--- config.mk ---
export PLATFORM = sky130hd
export DESIGN_NAME = sys_cmd_master
export DESIGN_NICKNAME = d
export VERILOG_FILES = /design/src/rtl/sys_cmd_master.sv
export SDC_FILE = /design/constraint.sdc
export NUM_CORES = 1
export LEC_CHECK = 0
export BUFFER_PORTS_ARGS = -buffer_cell sky130_fd_sc_hd__buf_2
export CORE_ASPECT_RATIO = 0.5
export CORE_MARGIN = 1.5
export CORE_UTILIZATION = 60
export CTS_CLUSTER_DIAMETER = 100
export DETAILED_ROUTE_END_ITERATION = 7
export PLACE_DENSITY = 0.86
export SETUP_SLACK_MARGIN = 0.02
export SYNTH_ARGS = -nofsm -noshare
export SYNTH_HDL_FRONTEND = slang
export SYNTH_SLANG_ARGS = --single-unit
--- constraint.sdc ---
create_clock -name CLK -period 3.9 [get_ports CLK]
set_clock_uncertainty 0.1 [all_clocks]
set_input_delay 0.78 -clock CLK [delete_from_list [all_inputs] [get_ports CLK]]
set_output_delay 0.78 -clock CLK [all_outputs]
set_load 0.03 [all_outputs]
--- src/rtl/sys_cmd_master.sv ---
// Host-side system command initiator: serialises one command into an AA/BB/CC/DD
// frame on the UART TX path, then gathers 0..2 response bytes with a timeout guard.
module sys_cmd_master #(
  parameter int TIMEOUT_CYC = 4096,
  parameter int TO_W        = 12
) (
  input  logic        CLK,
  input  logic        RST,
  input  logic        CMD_VALID,
  output logic        CMD_READY,
  input  logic [1:0]  CMD_OP,
  input  logic [7:0]  CMD_ADDR,
  input  logic [7:0]  CMD_WDATA,
  input  logic [7:0]  CMD_OP_A,
  input  logic [7:0]  CMD_OP_B,
  input  logic [3:0]  CMD_FUN,
  output logic [7:0]  TX_P_DATA,
  output logic        TX_DATA_VALID,
  input  logic        TX_BUSY,
  input  logic [7:0]  RX_P_Data,
  input  logic        RX_P_Data_VALID,
  output logic [15:0] RSP_DATA,
  output logic        RSP_VALID,
  output logic        RSP_TIMEOUT,
  output logic        RSP_STRAY
);
  typedef enum logic [1:0] {IDLE, SEND, WAIT_RSP, DONE} state_t;

  localparam logic [TO_W-1:0] TO_LAST = TO_W'(TIMEOUT_CYC - 1);

  state_t          state_q, state_d;
  logic [1:0]      op_q, op_d;
  logic [7:0]      addr_q, addr_d, wdata_q, wdata_d, opa_q, opa_d, opb_q, opb_d;
  logic [3:0]      fun_q, fun_d;
  logic [1:0]      idx_q, idx_d;
  logic [TO_W-1:0] to_cnt_q, to_cnt_d;
  logic [7:0]      tx_data_q, tx_data_d;
  logic            tx_valid_q, tx_valid_d;
  logic [15:0]     rsp_data_q, rsp_data_d;
  logic            rsp_valid_q, rsp_valid_d;
  logic            rsp_timeout_q, rsp_timeout_d;
  logic            rsp_stray_q, rsp_stray_d;
  logic            cmd_ready_q, cmd_ready_d;

  function automatic logic [7:0] frame_byte(input logic [1:0] op, input logic [1:0] idx,
                                            input logic [7:0] addr, input logic [7:0] wdata,
                                            input logic [7:0] a, input logic [7:0] b,
                                            input logic [3:0] fun);
    logic [7:0] r;
    r = 8'h00;
    case (op)
      2'd0: r = (idx == 2'd0) ? 8'hAA : (idx == 2'd1) ? addr : wdata;
      2'd1: r = (idx == 2'd0) ? 8'hBB : addr;
      2'd2: r = (idx == 2'd0) ? 8'hCC : (idx == 2'd1) ? a : (idx == 2'd2) ? b : {4'h0, fun};
      default: r = (idx == 2'd0) ? 8'hDD : {4'h0, fun};
    endcase
    return r;
  endfunction

  // Index of the final frame byte (L-1) and number of response bytes (R)
  function automatic logic [1:0] frame_last(input logic [1:0] op);
    case (op)
      2'd0:    return 2'd2;
      2'd1:    return 2'd1;
      2'd2:    return 2'd3;
      default: return 2'd1;
    endcase
  endfunction

  function automatic logic [1:0] rsp_count(input logic [1:0] op);
    case (op)
      2'd0:    return 2'd0;
      2'd1:    return 2'd1;
      default: return 2'd2;
    endcase
  endfunction

  always_comb begin
    state_d       = state_q;
    op_d          = op_q;
    addr_d        = addr_q;
    wdata_d       = wdata_q;
    opa_d         = opa_q;
    opb_d         = opb_q;
    fun_d         = fun_q;
    idx_d         = idx_q;
    to_cnt_d      = to_cnt_q;
    tx_data_d     = tx_data_q;
    tx_valid_d    = tx_valid_q;
    rsp_data_d    = rsp_data_q;
    rsp_timeout_d = 1'b0;
    rsp_stray_d   = RX_P_Data_VALID && (state_q != WAIT_RSP);
    case (state_q)
      IDLE: if (CMD_VALID) begin
        op_d       = CMD_OP;
        addr_d     = CMD_ADDR;
        wdata_d    = CMD_WDATA;
        opa_d      = CMD_OP_A;
        opb_d      = CMD_OP_B;
        fun_d      = CMD_FUN;
        idx_d      = 2'd0;
        tx_data_d  = frame_byte(CMD_OP, 2'd0, CMD_ADDR, CMD_WDATA, CMD_OP_A, CMD_OP_B, CMD_FUN);
        tx_valid_d = 1'b1;
        rsp_data_d = 16'h0000;
        state_d    = SEND;
      end
      SEND: if (!TX_BUSY) begin
        if (idx_q == frame_last(op_q)) begin
          tx_valid_d = 1'b0;
          idx_d      = 2'd0;
          to_cnt_d   = '0;
          state_d    = (rsp_count(op_q) == 2'd0) ? DONE : WAIT_RSP;
        end else begin
          idx_d     = idx_q + 2'd1;
          tx_data_d = frame_byte(op_q, idx_q + 2'd1, addr_q, wdata_q, opa_q, opb_q, fun_q);
        end
      end
      WAIT_RSP: begin
        // A byte landing on the limit cycle takes priority over the timeout
        if (RX_P_Data_VALID) begin
          if (idx_q == 2'd0) rsp_data_d[7:0]  = RX_P_Data;
          else               rsp_data_d[15:8] = RX_P_Data;
          to_cnt_d = '0;
          idx_d    = idx_q + 2'd1;
          if (idx_q + 2'd1 == rsp_count(op_q)) state_d = DONE;
        end else if (to_cnt_q == TO_LAST) begin
          rsp_timeout_d = 1'b1;
          state_d       = IDLE;
        end else begin
          to_cnt_d = to_cnt_q + 1'b1;
        end
      end
      default: state_d = IDLE;
    endcase
    rsp_valid_d = (state_d == DONE);
    cmd_ready_d = (state_d == IDLE);
  end

  always_ff @(posedge CLK) begin
    if (!RST) begin
      state_q       <= IDLE;
      op_q          <= 2'd0;
      addr_q        <= 8'h00;
      wdata_q       <= 8'h00;
      opa_q         <= 8'h00;
      opb_q         <= 8'h00;
      fun_q         <= 4'h0;
      idx_q         <= 2'd0;
      to_cnt_q      <= '0;
      tx_data_q     <= 8'h00;
      tx_valid_q    <= 1'b0;
      rsp_data_q    <= 16'h0000;
      rsp_valid_q   <= 1'b0;
      rsp_timeout_q <= 1'b0;
      rsp_stray_q   <= 1'b0;
      cmd_ready_q   <= 1'b1;
    end else begin
      state_q       <= state_d;
      op_q          <= op_d;
      addr_q        <= addr_d;
      wdata_q       <= wdata_d;
      opa_q         <= opa_d;
      opb_q         <= opb_d;
      fun_q         <= fun_d;
      idx_q         <= idx_d;
      to_cnt_q      <= to_cnt_d;
      tx_data_q     <= tx_data_d;
      tx_valid_q    <= tx_valid_d;
      rsp_data_q    <= rsp_data_d;
      rsp_valid_q   <= rsp_valid_d;
      rsp_timeout_q <= rsp_timeout_d;
      rsp_stray_q   <= rsp_stray_d;
      cmd_ready_q   <= cmd_ready_d;
    end
  end

  assign CMD_READY     = cmd_ready_q;
  assign TX_P_DATA     = tx_data_q;
  assign TX_DATA_VALID = tx_valid_q;
  assign RSP_DATA      = rsp_data_q;
  assign RSP_VALID     = rsp_valid_q;
  assign RSP_TIMEOUT   = rsp_timeout_q;
  assign RSP_STRAY     = rsp_stray_q;
endmodule
# Yosys cells after proc, flatten, opt, wreduce, memory -nomap -nowiden
# Cells that the tools add are included.
classes:
  add_sub_neg: 2
  eq_ne: 21
  muxes: 50
  bitwise_logic: 2
  n_reduce_logical: 20
op_table:
  columns: ["op", "count"]
  rows:
  - ["$mux W8", 12]
  - ["$mux W12", 4]
  - ["$mux W2", 17]
  - ["$mux W16", 2]
  - ["$pmux W16 S2", 1]
  - ["$pmux W12 S2", 1]
  - ["$pmux W8 S3", 1]
  - ["$reduce_and A4 Y1", 6]
  - ["$pmux W7 S3", 1]
  - ["$ne A2 B2 Y1 const B", 8]
  - ["$pmux W8 S2", 1]
  - ["$logic_not A2 Y1", 7]
  - ["$add A12 B1 Y12 const B", 1]
  - ["$eq A12 B12 Y1 const B", 1]
  - ["$pmux W2 S3", 2]
  - ["$eq A2 B2 Y1 const B", 5]
  - ["$eq A2 B1 Y1 const B", 4]
  - ["$pmux W2 S2", 2]
  - ["$reduce_bool A2 Y1", 3]
  - ["$mux W1", 5]
  - ["$eq A2 B2 Y1", 2]
  - ["$ne A3 B3 Y1 const B", 1]
  - ["$reduce_bool A3 Y1", 1]
  - ["$reduce_or A3 Y1", 1]
  - ["5 further kinds", 6]
word_totals:
  regBits: 83
  inputBits: 51
  output_inout_bits: 29

# Logic depth before layout (Yosys ltp)
depth:
  depth_word: 14
  depth_mapped: 10
  depth_no_buf: 7

# Least setup slack after synthesis
# No wires, ideal clock.
synth_timing:
  path_type: "input to register"
  from: "input port RX_P_Data_VALID"
  to: "register to_cnt_q[10]"
  setup_ps: 58
  arrival_time_ps: 2056
  t_required_ps: 3742
  setup_slack_ps: 1686
  path_stages: 5
  cell_sequence: "nand2b_1 or4_4 and4_4 a211oi_2 a31o_1"
synth_via:
  elab_chain_cells: 2
  word_cells_on_any_way: 4
  cone_classes: "eq/ne: 1; mux: 2; reduce/logical: 1"
synth_rtl:
  columns: ["element", "line", "rtl"]
  rows:
  - ["start, declared", "21", "input logic RX_P_Data_VALID,"]
  - ["$ne A3 B3 Y1 (no source line) / $mux W12 (equally long branches)", null, null]
  - ["$reduce_and A4 Y1 (no source line) / $pmux W12 S2 (equally long branches)", null, null]
  - ["end signal, assigned", "166", "to_cnt_q <= to_cnt_d;"]
  - ["end, declared", "36", "logic [TO_W-1:0] to_cnt_q, to_cnt_d;"]
# Several ways; a longest one is shown, not always the timed one.
# A chain may end at the register's enable or synchronous reset.

# Worst setup path in the final report
layout_timing:
  from: "register state_q[0]"
  to: "register to_cnt_q[10]"
layout_via:
  elab_chain_cells: 3
  word_cells_on_any_way: 8
  cone_classes: "eq/ne: 5; mux: 1; reduce/logical: 2"
layout_rtl:
  columns: ["element", "line", "rtl"]
  rows:
  - ["start, declared", "31", "state_t state_q, state_d;"]
  - ["start signal, assigned", "158", "state_q <= state_d;"]
  - ["$eq A2 B2 Y1 / $eq A2 B1 Y1 (equally long branches)", "93", "case (state_q)"]
  - ["$ne A3 B3 Y1 (no source line), or another cell as far along", null, null]
  - ["$reduce_and A4 Y1 (no source line)", null, null]
# Several ways; a longest one is shown, not always the timed one.

==> impl_results.md <==
- Rel. slew slack: between 40 and 50%
- I/O Buffers: 79
- Syn-to-layout area delta: 17.26%
- GRT Residual Overflow: 0
- First-pass GRT wire length: about 15 mm
- Crit-path max cell delay: about 630 ps
- Worst-Margin Slew: 844.3 ps
- Avg Cell Area, Syn: about 8.4 um2
- Crit. Startpoint: state_q[0]$_SDFF_PN0_
- Final setup violation count: 0
- Post-synthesis sequential area ratio: between 40% and 50%
- Fin nets: 612
- Slew Viols, Final: 0
- Yosys top cell area share: 40.29%
- CP endpoint: to_cnt_q[10]$_SDFFE_PN0P_
- CTS resizes: 0
- Vias in the first global route: approximately 3400
- Hold Vio Cnt, Final: 0
- Number of max-cap violations: 0
- Total Routing Usage GR: approximately a quarter
- Post-synth EDFFs: 0
- Commonest non-fill, non-tap cells in the layout: nand2_1, dfxtp_1, buf_2, a21boi_0, nor2_1
- Reg2reg path depth: 7
- ANT cells: 0
- Clock slew at reported path FFs: approximately 60 ps
- Synth unique cells: 63
- Core box area: 6674 um2
- Max Buffers Root-to-Sink: 2
- Tcrit/Tclk final: about two thirds
- Initial antenna violation count: 0
- Ys Warns: 0
- Slowest CP cell: or4_4
- Pwr dens: ~420 nW/um2
- Number of storage elements in the synthesis netlist: 83
- Cell area after layout: between 4000 and 5000 um2
- Post-Syn Area: between 4000 and 5000 um2
- Die Wd: about 120 um
- FP Rows: 21
- Asr flop ratio synth: 0%
- Setup crit end kind: flip-flop
- Synth Instances: 491
- Remaining DRCs: 0
- Worst-path fanout max: 20
- RSZ-0062 raised after global routing: false
- Clock sink count: 83
- Post-DR wirelength/cell: about 14 um
- Placed Area: about 4500 um2
- CTS tree: yes
- Setup slack, reg-to-reg: about 1200 ps
- Maximum VDD drop: approximately 0.34 mV
- Antenna viol nets, final: 0
- Leakage: 1.961 nW
- Die H: 61.63 um
- Clk Latency, worst-skew pair: about 340 ps
- Crit Path Category: flip-flop to flip-flop
- Starting Density: around three fifths
- Drt pass-1 iters: 4
- Routed vias: between 3000 and 4000
- FF+latch area: approximately 1700 um2
- Worst hold path class: flip-flop to flip-flop
- Cts-stage hold buffer count: 0
- Max Fclk: around 380 MHz
- Most used flip-flop cell after synthesis: dfxtp_1
- Synth top area cells: dfxtp_1, nand2_1, a21boi_0
- Most common cell after layout, fill and taps aside: nand2_1
- Total setup buffers inserted after CTS: 0
- WP data arrival: around 2800 ps
- Final TNS setup: 0 ps
- Critical path launch point type: flip-flop
- CP required: approximately 4100 ps
- DRT iter0 DRCs: about 220
- Crit path cell chain: inv_1, ha_1, nand2b_1, or4_4, and4_4, a211oi_2, a31o_1
- Area of the multi-input gates: ~2300 um2
- Run status: completed
- Vias per cell: 5.540
- Final Critical Period: between 2000 and 3000 ps
- Depth of the CTS H-tree: 3
- Layout cells sized above 1: between 20% and 30%
- Crit Reg-Reg Endpoint: to_cnt_q[10]$_SDFFE_PN0P_
- Fillers: around 550
- Routability cong.: just under 0.9
- Post-Route WL: 9.175 mm
- Reg2reg start: state_q[0]$_SDFF_PN0_
- Die area: around 7400 um2
- Post-Syn Nets: 550
- Num CTS Buffers: 9
- Yosys top cell by area: dfxtp_1
- Detail Placement HPWL: 6.397 mm
- I/O pin total: 80
- Largest net degree at the start of global routing: 46
- CTS root buffer: clkbuf_16
## synthesized netlist by cell type (5+ instances only)
cell type,n
a21boi_0,40
a21oi_1,20
and2_1,14
clkbuf_1,28
dfxtp_1,83
ha_1,8
inv_1,11
mux2i_1,23
nand2_1,99
nand2b_1,5
nor2_1,25
nor2b_1,21
o21a_1,5
o21ai_0,23
## metal layers
layer  vias to the layer above  part of all wire, %  track usage (%)
met5                         -                    0                0
met4                         0                  1.6            9.916
met3                        12                  4.6            6.389
met2                        87                   48            47.51
met1                      1688                   46            30.81
li1                       1814                    -                -
## logic make-up after synthesis
| logic type | synth area share (%) |
|---|---|
| compound gates | 20.69 |
| mux | 6.402 |
| xor+xnor | 1.487 |
| flops | 40.29 |
| fa+ha+maj | 2.427 |
| simple gates | 24.70 |
| buf+inv | 4.005 |
## where the power goes
group	switching (W)	internal (W)	total, W
registers	0.0000269	0.000888	0.000915
clock network	0.000333	0.000510	0.000843
logic	0.000154	0.0000998	0.000254
total	0.000514	0.00150	0.00201
## critical path: cells and delay by family (launching register included)
| family | cells | cell delay [ps] |
|---|---|---|
| AOI/OAI and AO/OA | 2 | 330 |
| adders and majority gates | 1 | 620 |
| buffers and inverters | 1 | 90 |
| DFF | 1 | 340 |
| and+or+nand+nor | 3 | 1120 |
## state kept, by name, summed over array words and instances, names as in the netlist
signal         count
wdata_q            8
CMD_READY          1
idx_q              2
TX_P_DATA          8
RSP_DATA          16
RSP_STRAY          1
opa_q              8
TX_DATA_VALID      1
opb_q              8
state_q            2
op_q               2
RSP_VALID          1
RSP_TIMEOUT        1
addr_q             8
fun_q              4
to_cnt_q          12
## through the flow
stage	hold WS [ps]	power [W]	setup WS, ps	util (%)	cells
5_1_grt	386.2	0.002082	1030	72.46	650
3_5_place_dp	354.4	0.001185	1100	68.04	634
3_3_place_gp	350.1	0.001179	1142	68.04	634
2_1_floorplan	338.3	0.001107	1686	-	491
6_report	361.7	0.002012	1247	72.46	650
4_1_cts	363.5	0.002021	1271	72.46	650
## worst min path at each step
stage / from / end / slack [ps] / cells past startpoint
2_1_floorplan: opa_q[1]$_SDFFE_PN0P_ / opa_q[1]$_SDFFE_PN0P_ / 340 / 2
3_3_place_gp: fun_q[1]$_SDFFE_PN0P_ / fun_q[1]$_SDFFE_PN0P_ / 350 / 2
3_5_place_dp: opa_q[0]$_SDFFE_PN0P_ / opa_q[0]$_SDFFE_PN0P_ / 350 / 2
4_1_cts: opa_q[0]$_SDFFE_PN0P_ / opa_q[0]$_SDFFE_PN0P_ / 360 / 2
5_1_grt: opa_q[1]$_SDFFE_PN0P_ / opa_q[1]$_SDFFE_PN0P_ / 390 / 2
6_report: opa_q[0]$_SDFFE_PN0P_ / opa_q[0]$_SDFFE_PN0P_ / 360 / 2
## area by class of cell
type / instances / share of cell area, %
Multi-Input combinational cell: 365 / 47.50
Sequential cell: 83 / 34.36
Timing Repair Buffer: 83 / 8.797
Clock buffer: 11 / 5.019
Tap cell: 92 / 2.380
Clock inverter: 5 / 1.087
Inverter: 11 / 0.8538
Note: power is estimated with default switching activity, not from simulation.
